===== src/rtl/ysyx_22050854_pkg.sv =====
// Shared definitions for the ysyx_22050854 core: IFU state encoding, fault codes
// and the canonical NOP word (also used by the decoder).
package ysyx_22050854_pkg;

  typedef enum logic [1:0] {
    IDLE = 2'd0,
    ADDR = 2'd1,
    DATA = 2'd2,
    HOLD = 2'd3
  } ifu_state_e;

  localparam logic [1:0] FAULT_NONE     = 2'b00;
  localparam logic [1:0] FAULT_BUS      = 2'b01;
  localparam logic [1:0] FAULT_MISALIGN = 2'b10;

  localparam logic [31:0] NOP_WORD = 32'h00000013;

  localparam int unsigned IFU_DATA_W = 64;

endpackage


===== src/rtl/ysyx_22050854_ifu_if.sv =====
// Instruction-memory read bus (AR/R channels) between the IFU (master) and memory (slave).
interface ysyx_22050854_ifu_if
  import ysyx_22050854_pkg::*;
#(
  parameter int unsigned DATA_W = IFU_DATA_W
);
  logic              ar_valid;
  logic              ar_ready;
  logic [31:0]       ar_addr;
  logic              r_valid;
  logic              r_ready;
  logic [DATA_W-1:0] r_data;
  logic [1:0]        r_resp;

  modport master (
    output ar_valid, ar_addr, r_ready,
    input  ar_ready, r_valid, r_data, r_resp
  );

  modport slave (
    input  ar_valid, ar_addr, r_ready,
    output ar_ready, r_valid, r_data, r_resp
  );
endinterface


===== src/rtl/ysyx_22050854_ifu.sv =====
// Instruction fetch unit: one read per PC, 64->32 bit word select, holds the
// instruction for decode and discards fetches made stale by a redirect.
module ysyx_22050854_ifu
  import ysyx_22050854_pkg::*;
#(
  parameter int unsigned DATA_W   = IFU_DATA_W,
  parameter logic [31:0] NOP_INST = NOP_WORD
) (
  input  logic                      clk,
  input  logic                      rst,
  input  logic [31:0]               fetch_pc,
  input  logic                      jump,
  input  logic                      id_ready,
  output logic                      inst_valid,
  output logic [31:0]               inst,
  output logic [31:0]               inst_pc,
  output logic [1:0]                inst_fault,
  output logic                      ifu_suspend,
  ysyx_22050854_ifu_if.master       bus
);

  ifu_state_e        state;
  ifu_state_e        state_next;
  logic [31:0]       req_pc;
  logic              drop;
  logic              aligned;
  logic              discard;
  logic              enter_addr;
  logic [DATA_W-1:0] beat;
  logic [31:0]       word;

  assign aligned    = (req_pc[1:0] == 2'b00);
  assign discard    = drop | jump;
  assign enter_addr = (state_next == ADDR) && (state != ADDR);
  assign beat       = bus.r_data;
  assign word       = req_pc[2] ? beat[63:32] : beat[31:0];

  always_ff @(posedge clk or posedge rst) begin
    if (rst) state <= IDLE;
    else     state <= state_next;
  end

  always_comb begin
    state_next = state;
    case (state)
      IDLE: state_next = ADDR;
      ADDR: begin
        if (!aligned)          state_next = HOLD;
        else if (bus.ar_ready) state_next = DATA;
      end
      DATA: begin
        if (bus.r_valid) state_next = discard ? ADDR : HOLD;
      end
      HOLD: begin
        if (jump || id_ready) state_next = ADDR;
      end
      default: state_next = IDLE;
    endcase
  end

  always_comb begin
    bus.ar_valid = (state == ADDR) && aligned;
    bus.ar_addr  = req_pc;
    bus.r_ready  = (state == DATA);
    inst_valid   = (state == HOLD);
    ifu_suspend  = ~((state == HOLD) & id_ready & ~jump);
  end

  // req_pc is re-sampled on every entry to ADDR, so a redirect seen while a
  // request is in flight only has to mark the pending beat as stale.
  always_ff @(posedge clk or posedge rst) begin
    if (rst) begin
      req_pc     <= '0;
      drop       <= 1'b0;
      inst       <= NOP_INST;
      inst_pc    <= '0;
      inst_fault <= FAULT_NONE;
    end else begin
      if (enter_addr) begin
        req_pc <= fetch_pc;
        drop   <= 1'b0;
      end else if (jump && ((state == ADDR && aligned) || (state == DATA && !bus.r_valid))) begin
        drop <= 1'b1;
      end

      if (state == ADDR && !aligned) begin
        inst       <= NOP_INST;
        inst_pc    <= req_pc;
        inst_fault <= FAULT_MISALIGN;
      end else if (state == DATA && bus.r_valid && !discard) begin
        inst_pc <= req_pc;
        if (bus.r_resp != 2'b00) begin
          inst       <= NOP_INST;
          inst_fault <= FAULT_BUS;
        end else begin
          inst       <= word;
          inst_fault <= FAULT_NONE;
        end
      end
    end
  end

endmodule

===== src/flat_wrapper.sv =====
// flat-port wrapper written by rule: the top's interface ports become plain ports
module ysyx_22050854_ifu_flat import ysyx_22050854_pkg::*;
#(
  parameter int unsigned DATA_W   = IFU_DATA_W,
  parameter logic [31:0] NOP_INST = NOP_WORD
)
  (clk, rst, fetch_pc, jump, id_ready, inst_valid, inst, inst_pc, inst_fault, ifu_suspend, bus_ar_valid, bus_ar_addr, bus_r_ready, bus_ar_ready, bus_r_valid, bus_r_data, bus_r_resp);
  ysyx_22050854_ifu_if #(.DATA_W(DATA_W)) bus_i ();
  input  logic clk;
  input  logic rst;
  input  logic [31:0] fetch_pc;
  input  logic jump;
  input  logic id_ready;
  output logic inst_valid;
  output logic [31:0] inst;
  output logic [31:0] inst_pc;
  output logic [1:0] inst_fault;
  output logic ifu_suspend;
  output wire logic [$bits(bus_i.ar_valid)-1:0] bus_ar_valid;
  output wire logic [$bits(bus_i.ar_addr)-1:0] bus_ar_addr;
  output wire logic [$bits(bus_i.r_ready)-1:0] bus_r_ready;
  input wire logic [$bits(bus_i.ar_ready)-1:0] bus_ar_ready;
  input wire logic [$bits(bus_i.r_valid)-1:0] bus_r_valid;
  input wire logic [$bits(bus_i.r_data)-1:0] bus_r_data;
  input wire logic [$bits(bus_i.r_resp)-1:0] bus_r_resp;
  assign bus_ar_valid = bus_i.ar_valid;
  assign bus_ar_addr = bus_i.ar_addr;
  assign bus_r_ready = bus_i.r_ready;
  assign bus_i.ar_ready = bus_ar_ready;
  assign bus_i.r_valid = bus_r_valid;
  assign bus_i.r_data = bus_r_data;
  assign bus_i.r_resp = bus_r_resp;
  ysyx_22050854_ifu #(.DATA_W(DATA_W), .NOP_INST(NOP_INST)) u_core (.clk(clk), .rst(rst), .fetch_pc(fetch_pc), .jump(jump), .id_ready(id_ready), .inst_valid(inst_valid), .inst(inst), .inst_pc(inst_pc), .inst_fault(inst_fault), .ifu_suspend(ifu_suspend), .bus(bus_i));
endmodule

===== config.mk =====
export PLATFORM = sky130hd
export DESIGN_NAME = ysyx_22050854_ifu_flat
export DESIGN_NICKNAME = d
export VERILOG_FILES = /design/src/rtl/ysyx_22050854_pkg.sv /design/src/rtl/ysyx_22050854_ifu_if.sv /design/src/rtl/ysyx_22050854_ifu.sv /design/src/flat_wrapper.sv
export SDC_FILE = /design/constraint.sdc
export NUM_CORES = 1
export LEC_CHECK = 0
export CORE_MARGIN = 4
export CORE_UTILIZATION = 40
export CTS_BUF_LIST = sky130_fd_sc_hd__clkbuf_4
export CTS_CLUSTER_DIAMETER = 150
export DETAILED_ROUTE_END_ITERATION = 6
export HOLD_SLACK_MARGIN = 0.1
export PLACE_DENSITY = 0.76
export RECOVER_POWER = 50
export SKIP_CTS_REPAIR_TIMING = 1
export SYNTH_ARGS = -nofsm -noshare
export SYNTH_HDL_FRONTEND = slang
export SYNTH_SLANG_ARGS = --single-unit

===== constraint.sdc =====
create_clock -name clk -period 5.4 [get_ports clk]
set_clock_uncertainty 0.15 [all_clocks]
set_input_delay 1.08 -clock clk [delete_from_list [all_inputs] [get_ports clk]]
set_output_delay 1.08 -clock clk [all_outputs]
set_load 0.02 [all_outputs]

* Yosys cells after proc, flatten, opt, wreduce, memory -nomap -nowiden *
Index checks and enable logic that the tools add are counted.

word-level totals
  bits of input ports = 104
  output and inout port bits = 102
  bits in read-only memories = 0
  logic and storage cells = 50
  register bits = 101
  memory bits (writable) = 0
  bits in latches = 0
  memories = 0

operators by class
  bitwise logic cells = 5
  add/subtract/negate cells = 0
  shift-type cells = 0
  multiply operators = 0
  equality and inequality tests = 5
  reduce and logical (&&, ||, !) cells = 17
  order comparisons = 0
  mux-type cells = 17
  div/mod/pow operators = 0

operator list
  operator              number
  $mux W32              6
  $mux W2               7
  $pmux W2 S4           1
  $logic_and A1 B1 Y1   7
  $reduce_bool A2 Y1    3
  $eq A2 B1 Y1 const B  2
  $eq A2 B2 Y1 const B  2
  $logic_not A2 Y1      2
  $logic_not A1 Y1      3
  $mux W1               3
  $and A1 B1 Y1         2
  $logic_or A1 B1 Y1    2
  $ne A2 B1 Y1 const B  1
  $not A1 Y1            2
  $or A1 B1 Y1          1

* Depth between registers and ports, before layout *
  depth in word-level cells = 7
  mapped depth = 6
  mapped depth without buffers = 4

* Worst setup path before layout *
OpenSTA, ideal clock, no wires.

  path type = register to output
  start = register u_core.req_pc[0] (netlist: u_core.bus.ar_addr[0])
  end = output bus_ar_valid
  arrival = 1444 ps
  setup slack = 2726 ps
  stages on the path, launching flop included = 2
  required time = 4170 ps
  cell sequence = dfrtp_1 -> nor4b_1

between the ends
  cells in the longest elaborated chain, start to end = 2

ends and longest elaborated chain
  element                   RTL line                 text
  start: declaration        ysyx_22050854_ifu.sv:24  logic [31:0] req_pc;
  start signal: assignment  ysyx_22050854_ifu.sv:80  req_pc <= fetch_pc;
  $logic_not A2 Y1          ysyx_22050854_ifu.sv:32  assign aligned = (req_pc[1:0] == 2'b00);
  $logic_and A1 B1 Y1       ysyx_22050854_ifu.sv:62  bus.ar_valid = (state == ADDR) && aligned;
  end: declaration          flat_wrapper.sv:19       output wire logic [$bits(bus_i.ar_valid)-1:0] bus_ar_valid;

Every way passes these cells.

* Final worst setup path *
  start = input jump
  end = output ifu_suspend

between the ends
  cells in the longest elaborated chain, start to end = 3

ends and longest elaborated chain
  element             RTL line                 text
  start: declaration  flat_wrapper.sv:12       input logic jump;
  $not A1 Y1          ysyx_22050854_ifu.sv:66  ifu_suspend = ~((state == HOLD) & id_ready & ~jump);
  $and A1 B1 Y1       ysyx_22050854_ifu.sv:66
  $not A1 Y1          ysyx_22050854_ifu.sv:66
  end: declaration    flat_wrapper.sv:18       output logic ifu_suspend;

Every way passes these cells.

==> run metrics <==
Netlist Area Pre-Place between 4000 and 5000 um^2; R2R Path End u_core.inst_pc[30]$_DFFE_PP0P_; setup violators final 0; Filler cells roughly 940; die width 118 um; Pwr per Cell Area 622 nW/um^2; relative slew slack -108%; leading cell type in the layout, fill and taps excluded clkdlybuf4s50_1; Distinct cells, synth 34; CTS H-tree depth 3; XOR/XNOR share of the synthesized area 0%; Non-Filler Instances 692; CP top delay family buffers and inverters; Post-route DRC 0; Tightest Hold Check Type flop to flop; Final min period approximately 3.7 ns; ranking of synthesized cells by area dfrtp_1, mux2_2, mux2_4, mux2i_1, o211ai_1; Worst Max-Slew Pin Slew between 3 and 4 ns; hold-critical path depth 1; failing checks max-capacitance violations, max-slew violations; clk_lat worst skew between 0.4 and 0.5 ns; Mean Syn Cell Area 14.0 um^2; Worst Hold Endpoint u_core.inst_pc[26]$_DFFE_PP0P_; CTS tree done; Critical Path AT 2.48 ns; simple-gate share of the synthesized area 1.77%; clock root buffer clkbuf_4; CP Buf/Inv Count 2; fin area 6980 um^2; WP data required approximately 4.2 ns; global-route wire length before repair 20,100 um; Post-Syn Instances 344; All-Layer GR Usage between 10% and 20%; CP endpoint kind output pin; antenna-violating nets left 0; Vias 3,475; vias per inst 5.02; Yosys top cell by area dfrtp_1; chip height 118 um; Post-DP Area 6890 um^2; Tot Pwr roughly 0.0043 W; core area between 10,000 and 15,000 um^2; area of the die about 14,000 um^2; Rows 39; grt ovf 0; IO buf count a little over 200; post-DP HPWL 8940 um; Final GP Congestion 0.786; routed length per instance 17.7 um; Synth Area in Compound Gates 7.28%; f_max 269 MHz; beginning of the critical path jump; hold_sp u_core.inst_pc[26]$_DFFE_PP0P_; clk buf depth 2; CTS Sinks 101; Layout area overhead 45.1%; crit-path max FO 7; fraction of the mapped netlist area in adder cells 0%; slowest stage cell, crit path dlygate4sd3_1; Total Neg Setup Slack 0 ns; largest family of logic cells by synthesized area multiplexers; final hold violation count 0; fin nets 647; initial core utilization roughly two fifths; top-area cell type share of the netlist area 51.0%; Synth Net Count roughly 450; startpoint types input pin; fin crit share 68.7%; max incr delay on CP ~0.65 ns; share of layout cells above drive strength 1 19.9%; synthesized flop and latch total 101; maximum VDD drop 0.440 mV; drt total wl 12,200 um; post-placement cell count 675; TritonCTS Buffers 9; crit-path cells dlygate4sd3_1 > nand3b_1 > clkdlybuf4s50_1; mux contribution to synthesized area roughly a third; outcome finished with violations; Pre-antenna DRT Iters 4; Clock transition at path regs ~0.15 ns; FF-to-FF Start u_core.state[1]$_DFF_PP0_; fin. max-slew vios a little over 70; number of global-route vias before repair 3,836; unrepaired setup endpoints after global routing no; sequential area share after synthesis a little over half; largest net degree at the start of global routing 71; area of the multi-input gates 1900 um^2; max cap viols 1; 1st-iter DRT viols 134; sequential standard cell area 2530 um^2; initial antenna violation count 1; Ports between 200 and 250; YS warnings 0; static leakage 2.91 nW; most frequent cells in the layout clkdlybuf4s50_1, dfrtp_1, mux2_2, o211ai_1, dlygate4sd3_1; register-to-register setup slack 2.71 ns; critical path type input pin to output pin; R2R cell count 5
[per-stage QoR]
step	util [%]	hold WS, ns	worst slack [ns]
after floorplan	-	0.390	1.53
after global placement	59.4	0.348	1.77
after detailed placement	59.4	0.346	1.76
after CTS	60.6	0.384	1.76
after global routing	60.1	0.370	1.28
final	60.1	0.353	1.69
[metal layers]
layer | vias to the layer above | part of all wire (%) | global-route usage [%]
met4 | 0 | 1.6 | 5.42
met3 | 13 | 6.5 | 5.48
met2 | 124 | 51 | 31.2
met1 | 1719 | 41 | 20.6
li1 | 1619 | - | -
met5 | - | 0 | 0
[sequential cells by signal, summed over array words and instances (netlist names)]
| signal | flops |
|---|---|
| u_core.bus.ar_addr | 32 |
| u_core.inst | 32 |
| u_core.inst_pc | 32 |
| u_core.inst_fault | 2 |
| u_core.state | 2 |
| u_core.drop | 1 |
[worst max path at each step]
stage                     slack, ns  depth (start not counted)                            endpoint
after CTS                      1.76                          3                         ifu_suspend
final                          1.69                          3                         ifu_suspend
after global routing           1.28                          3  u_core.bus.ar_addr[25]$_DFFE_PP0P_
after detailed placement       1.76                          3                         ifu_suspend
after global placement         1.77                          3                         ifu_suspend
after floorplan                1.53                          1   u_core.bus.ar_addr[0]$_DFFE_PP0P_
[cell type report]
| type | instances | share of cell area (%) |
|---|---|---|
| clock inverters | 7 | 1.16 |
| well taps | 143 | 2.56 |
| repair buffers | 212 | 30.1 |
| flip-flops and latches | 101 | 36.2 |
| clock buffers | 9 | 0.968 |
| inverters | 32 | 1.74 |
| diodes | 1 | 0.0358 |
| multi-input cells | 187 | 27.2 |
[report_power, final]
group          switching [W]  internal, W
combinational        0.00125      0.00130
clock               0.000271     0.000150
sequential          0.000242      0.00113
total                0.00176      0.00258
[cells by family after synthesis]
| group | Yosys count |
|---|---|
| AO/OA/AOI/OAI | 45 |
| buffers and inverters | 56 |
| flip-flops | 101 |
| multiplexers | 128 |
| AND/OR/NAND/NOR | 14 |
[synth_stat cells]
master    number
or3b_1         1
mux2i_1       32
buf_6          5
buf_8          2
o22ai_4        1
o31ai_1        1
clkbuf_1      10
buf_12         3
inv_2          1
mux2_2        62
o311ai_0       1
dfrtp_1       98
nor2_1         5
nand2_1        1
buf_4          1
a21oi_1        1
nor4b_1        1
buf_2          3
o211ai_1      33
mux2_4        31
a31oi_1        1
and2_1         1
o21ai_0        4
mux2_1         3
nand2b_4       1
nand3_1        1
a211oi_1       1
o22ai_1        1
nor2_2         1
nand2b_1       1
a22oi_4        1
nand3b_1       1
inv_1         31
dfstp_2        3
(Power assumes the default switching activity.)
